==> config.mk <==
export PLATFORM = sky130hd
export DESIGN_NAME = reset_vote_release
export DESIGN_NICKNAME = d
export VERILOG_FILES = /design/src/rtl/reset_vote_pkg.sv /design/src/rtl/sync_chain.sv /design/src/rtl/reset_vote_release.sv
export SDC_FILE = /design/constraint.sdc
export NUM_CORES = 1
export LEC_CHECK = 0
export ABC_CLOCK_PERIOD_IN_PS = 4400
export BUFFER_PORTS_ARGS = -buffer_cell sky130_fd_sc_hd__clkbuf_2
export CAP_MARGIN = 20
export CORE_MARGIN = 2
export CORE_UTILIZATION = 55
export DETAILED_ROUTE_END_ITERATION = 8
export HOLD_SLACK_MARGIN = 0.15
export PLACE_DENSITY = 0.76
export SLEW_MARGIN = 20
export SYNTH_ARGS = -nofsm -noshare
export SYNTH_HDL_FRONTEND = slang
export SYNTH_SLANG_ARGS = --single-unit
export TNS_END_PERCENT = 5
==> constraint.sdc <==
create_clock -name clk -period 4.4 [get_ports clk]
set_input_delay 0.44 -clock clk [delete_from_list [all_inputs] [get_ports clk]]
set_output_delay 0.44 -clock clk [all_outputs]
set_load 0.05 [all_outputs]
==> src/rtl/reset_vote_pkg.sv <==
// -----------------------------------------------------------------------------
// reset_vote_pkg
// Shared types and helpers for the voted reset release block.
//   state_t          : release FSM states (HOLD, STRETCH, RUN)
//   REPLICA_*        : encoding of the minority replica reported on bad_replica
//   majority3()      : 2-of-3 vote of the synchronised replicas
//   minorityReplica(): identifies the single replica that differs from the rest
// -----------------------------------------------------------------------------
package reset_vote_pkg;

    typedef enum logic [1:0] {
        HOLD    = 2'd0,
        STRETCH = 2'd1,
        RUN     = 2'd2
    } state_t;

    localparam logic [1:0] REPLICA_NONE = 2'd0;
    localparam logic [1:0] REPLICA_A    = 2'd1;
    localparam logic [1:0] REPLICA_B    = 2'd2;
    localparam logic [1:0] REPLICA_C    = 2'd3;

    function automatic logic majority3(input logic a, input logic b, input logic c);
        return (a & b) | (a & c) | (b & c);
    endfunction

    // With three binary inputs that are not all equal, exactly one of them
    // is the odd one out; NONE is only returned when all three agree.
    function automatic logic [1:0] minorityReplica(input logic a, input logic b, input logic c);
        logic [1:0] id;
        if ((a != b) && (a != c)) begin
            id = REPLICA_A;
        end else if ((b != a) && (b != c)) begin
            id = REPLICA_B;
        end else if ((c != a) && (c != b)) begin
            id = REPLICA_C;
        end else begin
            id = REPLICA_NONE;
        end
        return id;
    endfunction

endpackage

==> src/rtl/sync_chain.sv <==
// -----------------------------------------------------------------------------
// sync_chain
// Multi-flop synchroniser for one asynchronous reset-request replica.
// All flops reset to 1 so the replica reads as "reset requested" until the
// real input has propagated through the chain.
// Ports:
//   clk  : destination clock
//   rst  : asynchronous active-high reset (chain forced to all ones)
//   din  : asynchronous input
//   dout : synchronised output (last stage of the chain)
// -----------------------------------------------------------------------------
module sync_chain #(
    parameter int STAGES = 2
) (
    input  logic clk,
    input  logic rst,
    input  logic din,
    output logic dout
);

    logic [STAGES-1:0] chainQ;

    // Shift the input through the chain; async reset preloads ones.
    always_ff @(posedge clk or posedge rst) begin
        if (rst) begin
            chainQ <= {STAGES{1'b1}};
        end else begin
            chainQ <= {chainQ[STAGES-2:0], din};
        end
    end

    assign dout = chainQ[STAGES-1];

endmodule

==> src/rtl/reset_vote_release.sv <==
// -----------------------------------------------------------------------------
// reset_vote_release
// Consumer side of the triplicated reset tree. Each replica request is
// synchronised, the three are majority-voted, and the local reset is only
// released after the voted request has stayed low for RELEASE_CYCLES cycles.
// Persistent disagreement between replicas is reported as mismatch events.
// Ports:
//   clk          : block clock
//   rst          : asynchronous active-high reset
//   rst_req_a/b/c: replicated reset requests, active-high, async to clk
//   err_clr      : synchronous clear of mismatch status
//   rst_out      : voted, stretched local reset (registered, active-high)
//   mismatch     : sticky mismatch-event flag
//   bad_replica  : minority replica of the latest event (0 none,1 A,2 B,3 C)
//   mismatch_cnt : saturating count of mismatch events
// -----------------------------------------------------------------------------
module reset_vote_release
    import reset_vote_pkg::*;
#(
    parameter int SYNC_STAGES    = 2,
    parameter int RELEASE_CYCLES = 16,
    parameter int MISMATCH_LIMIT = 4,
    parameter int CNT_W          = 8
) (
    input  logic             clk,
    input  logic             rst,
    input  logic             rst_req_a,
    input  logic             rst_req_b,
    input  logic             rst_req_c,
    input  logic             err_clr,
    output logic             rst_out,
    output logic             mismatch,
    output logic [1:0]       bad_replica,
    output logic [CNT_W-1:0] mismatch_cnt
);

    localparam int STRETCH_W = $clog2(RELEASE_CYCLES) + 1;
    localparam int RUN_W     = $clog2(MISMATCH_LIMIT + 1);

    localparam logic [STRETCH_W-1:0] STRETCH_LAST = STRETCH_W'(RELEASE_CYCLES - 1);
    localparam logic [RUN_W-1:0]     RUN_LIMIT    = RUN_W'(MISMATCH_LIMIT);
    localparam logic [RUN_W-1:0]     RUN_PRE      = RUN_W'(MISMATCH_LIMIT - 1);
    localparam logic [CNT_W-1:0]     CNT_MAX      = {CNT_W{1'b1}};

    logic syncA;
    logic syncB;
    logic syncC;
    logic vote;
    logic disagree;
    logic mismatchEvent;

    state_t               stateQ;
    state_t               stateNxt;
    logic [STRETCH_W-1:0] stretchCntQ;
    logic [STRETCH_W-1:0] stretchCntNxt;
    logic                 rstOutQ;

    logic [RUN_W-1:0]     runCntQ;
    logic [RUN_W-1:0]     runCntNxt;
    logic                 mismatchQ;
    logic                 mismatchNxt;
    logic [1:0]           badReplicaQ;
    logic [1:0]           badReplicaNxt;
    logic [CNT_W-1:0]     mismatchCntQ;
    logic [CNT_W-1:0]     mismatchCntNxt;

    sync_chain #(.STAGES(SYNC_STAGES)) uSyncA (
        .clk  (clk),
        .rst  (rst),
        .din  (rst_req_a),
        .dout (syncA)
    );

    sync_chain #(.STAGES(SYNC_STAGES)) uSyncB (
        .clk  (clk),
        .rst  (rst),
        .din  (rst_req_b),
        .dout (syncB)
    );

    sync_chain #(.STAGES(SYNC_STAGES)) uSyncC (
        .clk  (clk),
        .rst  (rst),
        .din  (rst_req_c),
        .dout (syncC)
    );

    assign vote     = majority3(syncA, syncB, syncC);
    assign disagree = !((syncA == syncB) && (syncB == syncC));

    // Release FSM next-state and stretch counter.
    always_comb begin
        stateNxt      = stateQ;
        stretchCntNxt = stretchCntQ;
        case (stateQ)
            HOLD: begin
                if (!vote) begin
                    stateNxt      = STRETCH;
                    stretchCntNxt = {STRETCH_W{1'b0}};
                end else begin
                    stateNxt = HOLD;
                end
            end
            STRETCH: begin
                if (vote) begin
                    stateNxt = HOLD;
                end else if (stretchCntQ == STRETCH_LAST) begin
                    // Counter parks at its terminal value, so it never wraps.
                    stateNxt = RUN;
                end else begin
                    stretchCntNxt = stretchCntQ + STRETCH_W'(1);
                end
            end
            RUN: begin
                if (vote) begin
                    stateNxt = HOLD;
                end else begin
                    stateNxt = RUN;
                end
            end
            default: begin
                stateNxt      = HOLD;
                stretchCntNxt = {STRETCH_W{1'b0}};
            end
        endcase
    end

    // FSM state, stretch counter and registered reset output.
    // rst_out is decoded from the next state so it changes on the same edge
    // as the state and leaves the block straight from a flop.
    always_ff @(posedge clk or posedge rst) begin
        if (rst) begin
            stateQ      <= HOLD;
            stretchCntQ <= {STRETCH_W{1'b0}};
            rstOutQ     <= 1'b1;
        end else begin
            stateQ      <= stateNxt;
            stretchCntQ <= stretchCntNxt;
            rstOutQ     <= (stateNxt != RUN);
        end
    end

    // Disagreement run length and mismatch status next-state.
    always_comb begin
        runCntNxt      = runCntQ;
        mismatchNxt    = mismatchQ;
        badReplicaNxt  = badReplicaQ;
        mismatchCntNxt = mismatchCntQ;

        if (disagree) begin
            if (runCntQ != RUN_LIMIT) begin
                runCntNxt = runCntQ + RUN_W'(1);
            end else begin
                runCntNxt = runCntQ;
            end
        end else begin
            runCntNxt = {RUN_W{1'b0}};
        end

        // Fires only on the step into the limit, so one run gives one event.
        mismatchEvent = disagree && (runCntQ == RUN_PRE);

        if (mismatchEvent) begin
            // An event on the same cycle as err_clr takes precedence.
            mismatchNxt   = 1'b1;
            badReplicaNxt = minorityReplica(syncA, syncB, syncC);
            if (err_clr) begin
                mismatchCntNxt = CNT_W'(1);
            end else if (mismatchCntQ != CNT_MAX) begin
                mismatchCntNxt = mismatchCntQ + CNT_W'(1);
            end else begin
                mismatchCntNxt = mismatchCntQ;
            end
        end else if (err_clr) begin
            mismatchNxt    = 1'b0;
            badReplicaNxt  = REPLICA_NONE;
            mismatchCntNxt = {CNT_W{1'b0}};
        end else begin
            mismatchNxt    = mismatchQ;
            badReplicaNxt  = badReplicaQ;
            mismatchCntNxt = mismatchCntQ;
        end
    end

    // Mismatch tracking registers.
    always_ff @(posedge clk or posedge rst) begin
        if (rst) begin
            runCntQ      <= {RUN_W{1'b0}};
            mismatchQ    <= 1'b0;
            badReplicaQ  <= REPLICA_NONE;
            mismatchCntQ <= {CNT_W{1'b0}};
        end else begin
            runCntQ      <= runCntNxt;
            mismatchQ    <= mismatchNxt;
            badReplicaQ  <= badReplicaNxt;
            mismatchCntQ <= mismatchCntNxt;
        end
    end

    assign rst_out      = rstOutQ;
    assign mismatch     = mismatchQ;
    assign bad_replica  = badReplicaQ;
    assign mismatch_cnt = mismatchCntQ;

endmodule
# Word level (Yosys, flattened, before mapping)
# Cells that the tools add are included.
# op_classes
addsub,3
mul,0
div_mod_pow,0
magnitude_cmp,0
eq_ne,18
shifts,0
n_mux,22
n_bitwise,6
n_reduce_logical,12
# op_table
cell,count
$mux W8,4
$mux W2,8
$mux W5,3
$pmux W5 S3,1
$add A8 B1 Y8 const B,1
$ne A2 B2 Y1 const B,4
$ne A8 B8 Y1 const B,1
$mux W3,2
$ne A1 B1 Y1,6
$pmux W2 S3,1
$reduce_bool A2 Y1,3
$add A5 B1 Y5 const B,1
$eq A5 B4 Y1 const B,1
$logic_and A1 B1 Y1,5
$reduce_and A4 Y1,1
$add A3 B1 Y3 const B,1
$and A1 B1 Y1,3
$eq A3 B2 Y1 const B,1
$mux W1,3
$ne A3 B3 Y1 const B,1
$eq A1 B1 Y1,2
$eq A2 B1 Y1 const B,1
$eq A2 B2 Y1 const B,1
$logic_not A2 Y1,1
other kinds (4),5
# totals
reg_bits,28
latchBits,0
ram_bits,0
rom_bits,0
inputBits,6
output_inout_bits,12
wordCells,71
mem_count,0

# Depth between registers and ports, before layout
# depth
ltp_word,6
ltp_mapped,7

# Hierarchy
# From an unflattened synthesis, not the netlist that was laid out.
# unflattened
hier_cells,126
hier_area_um2,1346.3
# by_module_without_submodules
module,n_inst,cells_per_inst,area_each_um2,seq_area_each_um2
reset_vote_release,1,117,1177.4,551.8
sync_chain,3,3,56.3,52.6

# Least setup slack after synthesis
# OpenSTA, ideal clock, no wires.
# synth_timing
kind,flip-flop to flip-flop
startpoint,register mismatchCntQ[0] (netlist: mismatch_cnt[0])
endpoint,register mismatchCntQ[5] (netlist: mismatch_cnt[5])
setup_ps,125
t_arrival_ps,1625
required_ps,4275
path_slack_ps,2650
path_stages_with_launch,6
n_path_buf,0
period_less_slack_ps,1750
path_cell_list,dfrtp_1 ha_1 nand3_1 nor2_1 nor4_1 mux2_2
# synth_between
elab_chain_cells,4
word_cells_on_any_way,7
cone_classes,add/sub: 1; eq/ne: 1; mux: 3; reduce/logical: 2
# synth_rtl
element,line_no,source
start: declaration,reset_vote_release.sv:64,logic [CNT_W-1:0] mismatchCntQ;
start signal: assignment,reset_vote_release.sv:191,mismatchCntQ <= {CNT_W{1'b0}};
start signal: assignment,reset_vote_release.sv:196,mismatchCntQ <= mismatchCntNxt;
$add A8 B1 Y8,reset_vote_release.sv:170,mismatchCntNxt = mismatchCntQ + CNT_W'(1);
$mux W8,reset_vote_release.sv:169,end else if (mismatchCntQ != CNT_MAX) begin
$mux W8,reset_vote_release.sv:167,if (err_clr) begin
$mux W8,reset_vote_release.sv:163,if (mismatchEvent) begin
# Several ways; a longest one is shown, not always the timed one. The select of a mux whose other input is x is not followed.
# A chain may end at the register's enable or synchronous reset.

# Worst setup path in the final report
# layout_timing
startpoint,register runCntQ[0]
endpoint,register mismatchCntQ[5] (netlist: mismatch_cnt[5])
# layout_between
elab_chain_cells,4
word_cells_on_any_way,5
cone_classes,eq/ne: 1; mux: 1; reduce/logical: 3
# layout_rtl
element,line_no,source
start: declaration,reset_vote_release.sv:58,logic [RUN_W-1:0] runCntQ;
start signal: assignment,reset_vote_release.sv:188,runCntQ <= {RUN_W{1'b0}};
start signal: assignment,reset_vote_release.sv:193,runCntQ <= runCntNxt;
$eq A3 B2 Y1 (*),reset_vote_release.sv:161,mismatchEvent = disagree && (runCntQ == RUN_PRE);
$logic_and A1 B1 Y1 (*),reset_vote_release.sv:161,
$reduce_bool A2 Y1 (no line),n/a,
$reduce_and A2 Y1 (no line),n/a,
# Mark *: on every way between the ends. The rest lies on a longest branch, timed or not.

==> run summary <==
PLACEMENT
--------------------------------------------------------------------------------------
RePlAce Congestion ......................................................        0.803
Total instance count after detailed placement ...........................          176
Dpl ws ..................................................................      2590 ps
Count of port buffers added during placement ............................           17
Cell Area, Placed .......................................................     1480 um2
Hpwl dp .................................................................      1830 um

POWER
--------------------------------------------------------------------------------------
Part of the total power dissipated in sequential elements ...............        0.488
Largest voltage drop on the vdd net .....................................     0.343 mV
Total power .............................................................     0.656 mW
Clock power share .......................................................        0.258
Pwr/cell area ...........................................................   428 nW/um2
Proportion of total power due to net switching ..........................        0.324
Share of total power in combinational logic .............................        0.254
Int Pwr .................................................................     0.443 mW
Power dissipated by switching net loads .................................     0.213 mW
Cell leakage power ......................................................     0.732 nW

FINISH
--------------------------------------------------------------------------------------
Area taken by multi-input logic gates ...................................      618 um2
Storage cell area .......................................................      709 um2
N_diodes ................................................................            0
Final #Nets .............................................................          166
Total of fill cells in the finished design ..............................          187
Number of standard cells in the final layout excluding fillers ..........          180
Fraction of final layout cells sized beyond drive strength 1 ............        0.227
Final design utilization ................................................        0.636
Area growth from synthesis to layout ....................................        12.2%
Fin area ................................................................     1530 um2

ROUTING
--------------------------------------------------------------------------------------
WL final ................................................................      2520 um
Via Count ...............................................................         1024
DRT Pass-1 Iters ........................................................            4
Final antenna-violating net count .......................................            0
Wirelength per Cell .....................................................      14.0 um
DRT iter0 DRCs ..........................................................           19
Per-cell via count in the routed design .................................         5.69
DRC viols ...............................................................            0

SETUP PATH
--------------------------------------------------------------------------------------
Top cell family by delay on the critical path ...........................   flip-flops
Startpoint class of the critical path ...................................    flip-flop
CP cell instances ....................................................... ha_1 > ha_1 > o21ai_1 > nor4_1 > mux2_2
Critical path fanouts, max ..............................................            7
Crit-path max cell delay ................................................       420 ps
Crit. End Element .......................................................    flip-flop
Arrival time at the worst endpoint ......................................      2090 ps
Most used cell along the critical path .................................. sky130_fd_sc_hd__ha_1
Buffers plus inverters on the worst setup path ..........................            0
Max stage delay cell, worst path ........................................ sky130_fd_sc_hd__dfrtp_1
Critical setup path kind ................................................      reg2reg
Worst endpoint required time ............................................      4640 ps

TIMING
--------------------------------------------------------------------------------------
Fin crit share ..........................................................        0.422
Setup violators final ...................................................            0
Fin crit period .........................................................      1860 ps
Setup repair after global routing missed its margin .....................        false
Worst-case clock skew ...................................................      2.44 ps
Worst slew slack as a fraction of its limit .............................        0.614
Sum of negative setup slack .............................................         0 ps
Fin worst setup slack ...................................................      2540 ps
Worst slack on hold paths ...............................................       128 ps
Highest clock frequency the design can meet .............................    0.539 GHz
Worst Tran Pin Value ....................................................       578 ps
Hold Fails Final Rpt ....................................................            0
Final-report max-slew violation count ...................................            0

DIE
--------------------------------------------------------------------------------------
Initial core utilization ................................................        0.567
Chip width ..............................................................      53.8 um
Die Outline Area ........................................................     2900 um2
Count of pins on the block boundary .....................................           18
Placeable Area ..........................................................     2410 um2
Die extent in y .........................................................      53.8 um
Row cnt .................................................................           18

CLOCK NETWORK
--------------------------------------------------------------------------------------
Inserted Clock Buffers ..................................................            3
Clock tree from TritonCTS ...............................................         done
Clock Latency Late Sink .................................................       330 ps
Number of H-tree levels .................................................            1
Count of hold-fix buffers inserted at cts ...............................            0
Clock-pin slew on the worst setup and hold paths ........................       150 ps
Clock Tree Root ......................................................... sky130_fd_sc_hd__clkbuf_4
Count of clock tree sinks ...............................................           28
Number of buffers between clock root and the deepest sink ...............            2
Number of setup buffers added after CTS .................................            0
Post-CTS sizing .........................................................            0

YOSYS
--------------------------------------------------------------------------------------
Net count after synthesis ...............................................          146
Number of distinct standard cells referenced by the synthesized netlist .           38
Post-synthesis async set-or-reset flop share ............................         1.00
Number of enable flip-flop cells after synthesis ........................            0
Flip-flop and latch count after synthesis ...............................           28
Avg Synthesized Cell Area ...............................................     10.4 um2
Cell count after synthesis ..............................................          131
Fraction of post-synthesis cell area in the top cell type by area .......        0.385
Primary FF master, synth ................................................ sky130_fd_sc_hd__dfrtp_1
Area of the mapped netlist ..............................................     1370 um2
Dominant cells by area after synthesis .................................. sky130_fd_sc_hd__dfrtp_1, sky130_fd_sc_hd__dfstp_2, sky130_fd_sc_hd__ha_1, sky130_fd_sc_hd__nand2_1, sky130_fd_sc_hd__nor2_1
Synth warnings ..........................................................            0
Cell type with the largest total area after synthesis ................... sky130_fd_sc_hd__dfrtp_1
Post-synthesis sequential area ratio ....................................        0.519

WORST HOLD PATH
--------------------------------------------------------------------------------------
Hold Crit Class .........................................................     in2async

OUTCOME
--------------------------------------------------------------------------------------
Outcome .................................................................    completed

GLOBAL ROUTING
--------------------------------------------------------------------------------------
Total gr overflow .......................................................            0
Pin count of the biggest net entering global routing ....................           29
Wire length of the first global-routing pass ............................      4230 um
Via count of the first global-routing pass ..............................          994
Initial antenna violation count .........................................            0
Total routing usage reported by global routing ..........................        0.203

FLOW RUN
--------------------------------------------------------------------------------------
Max-cap violations ......................................................            0

## worst paths after layout
kind	startpoint	endpoint	slack, ps	depth (start not counted)
hold / removal	rst	stretchCntQ[3]$_DFFE_PP0P_	130	2
setup reg to reg	runCntQ[0]$_DFFE_PP0P_	mismatch_cnt[5]$_DFFE_PP0P_	2540	5
hold reg to reg	uSyncA.chainQ[0]$_DFF_PP1_	uSyncA.chainQ[1]$_DFF_PP1_	370	0
setup / recovery	runCntQ[0]$_DFFE_PP0P_	mismatch_cnt[5]$_DFFE_PP0P_	2540	5
max in group asynchronous	rst	uSyncA.chainQ[1]$_DFF_PP1_	3890	2
min in group clk	rst_req_c	uSyncC.chainQ[0]$_DFF_PP1_	170	1
## routing by layer
metal	routed length (um)	global-route usage	vias to the layer above
li1	-	-	504
met1	1120	0.271	486
met2	1250	0.323	26
met3	84	0.0278	8
met4	56	0.0983	0
met5	0	0	-
## synth_stat cells (2+ instances only)
cell                       number
sky130_fd_sc_hd__o21ai_1        4
sky130_fd_sc_hd__dfrtp_1       21
sky130_fd_sc_hd__and3_1         2
sky130_fd_sc_hd__dfstp_2        7
sky130_fd_sc_hd__nor2_1        11
sky130_fd_sc_hd__nand2_1       15
sky130_fd_sc_hd__o311ai_0       2
sky130_fd_sc_hd__o21ai_0        3
sky130_fd_sc_hd__nand3_1        8
sky130_fd_sc_hd__nand2b_1       2
sky130_fd_sc_hd__nor2b_1        2
sky130_fd_sc_hd__inv_1          8
sky130_fd_sc_hd__a22oi_1        2
sky130_fd_sc_hd__ha_1           9
sky130_fd_sc_hd__a21oi_1        6
sky130_fd_sc_hd__nor3_1         5
sky130_fd_sc_hd__mux2i_1        3
## cell type report
cell class / instances / share of cell area
clock inverters: 1 / 0.0196
multi-input cells: 93 / 0.403
clock buffers: 3 / 0.0147
flip-flops and latches: 28 / 0.463
repair buffers: 17 / 0.0555
inverters: 8 / 0.0196
well taps: 30 / 0.0245
## state kept, by name, summed over array words and instances (netlist names)
name and count:
uSyncC.chainQ 2, bad_replica 2, stretchCntQ 5, mismatch_cnt 8
uSyncA.chainQ 2, runCntQ 3, uSyncB.chainQ 2, rst_out 1
stateQ 2, mismatch 1
## power by group through the flow
stage	registers [mW]	logic, mW	clock network (mW)
after global routing	0.326	0.189	0.178
final	0.320	0.167	0.169
after floorplan	0.361	0.0908	0
after detailed placement	0.325	0.168	0
after global placement	0.323	0.160	0
after CTS	0.320	0.169	0.172
## kinds of logic after synthesis
| group | count (synthesis) | share of synthesized area |
|---|---|---|
| XOR/XNOR | 2 | 0.0128 |
| AND/OR/NAND/NOR | 52 | 0.200 |
| buffers and inverters | 10 | 0.0284 |
| multiplexers | 4 | 0.0302 |
| AO/OA/AOI/OAI | 26 | 0.127 |
| flip-flops | 28 | 0.519 |
| adder cells (fa/ha/maj) | 9 | 0.0824 |
## placed cells by master (no fill, tap or decap), types with 3 or more instances in the layout
master | netlist | routed
sky130_fd_sc_hd__a21oi_1 | 6 | 6
sky130_fd_sc_hd__clkbuf_2 | 0 | 17
sky130_fd_sc_hd__clkbuf_4 | 0 | 3
sky130_fd_sc_hd__dfrtp_1 | 21 | 21
sky130_fd_sc_hd__dfstp_2 | 7 | 7
sky130_fd_sc_hd__ha_1 | 9 | 9
sky130_fd_sc_hd__inv_1 | 8 | 7
sky130_fd_sc_hd__mux2i_1 | 3 | 3
sky130_fd_sc_hd__nand2_1 | 15 | 15
sky130_fd_sc_hd__nand3_1 | 8 | 8
sky130_fd_sc_hd__nor2_1 | 11 | 11
sky130_fd_sc_hd__nor3_1 | 5 | 5
sky130_fd_sc_hd__o21ai_0 | 3 | 3
sky130_fd_sc_hd__o21ai_1 | 4 | 4
No activity file was read; power rests on OpenSTA's default activity.
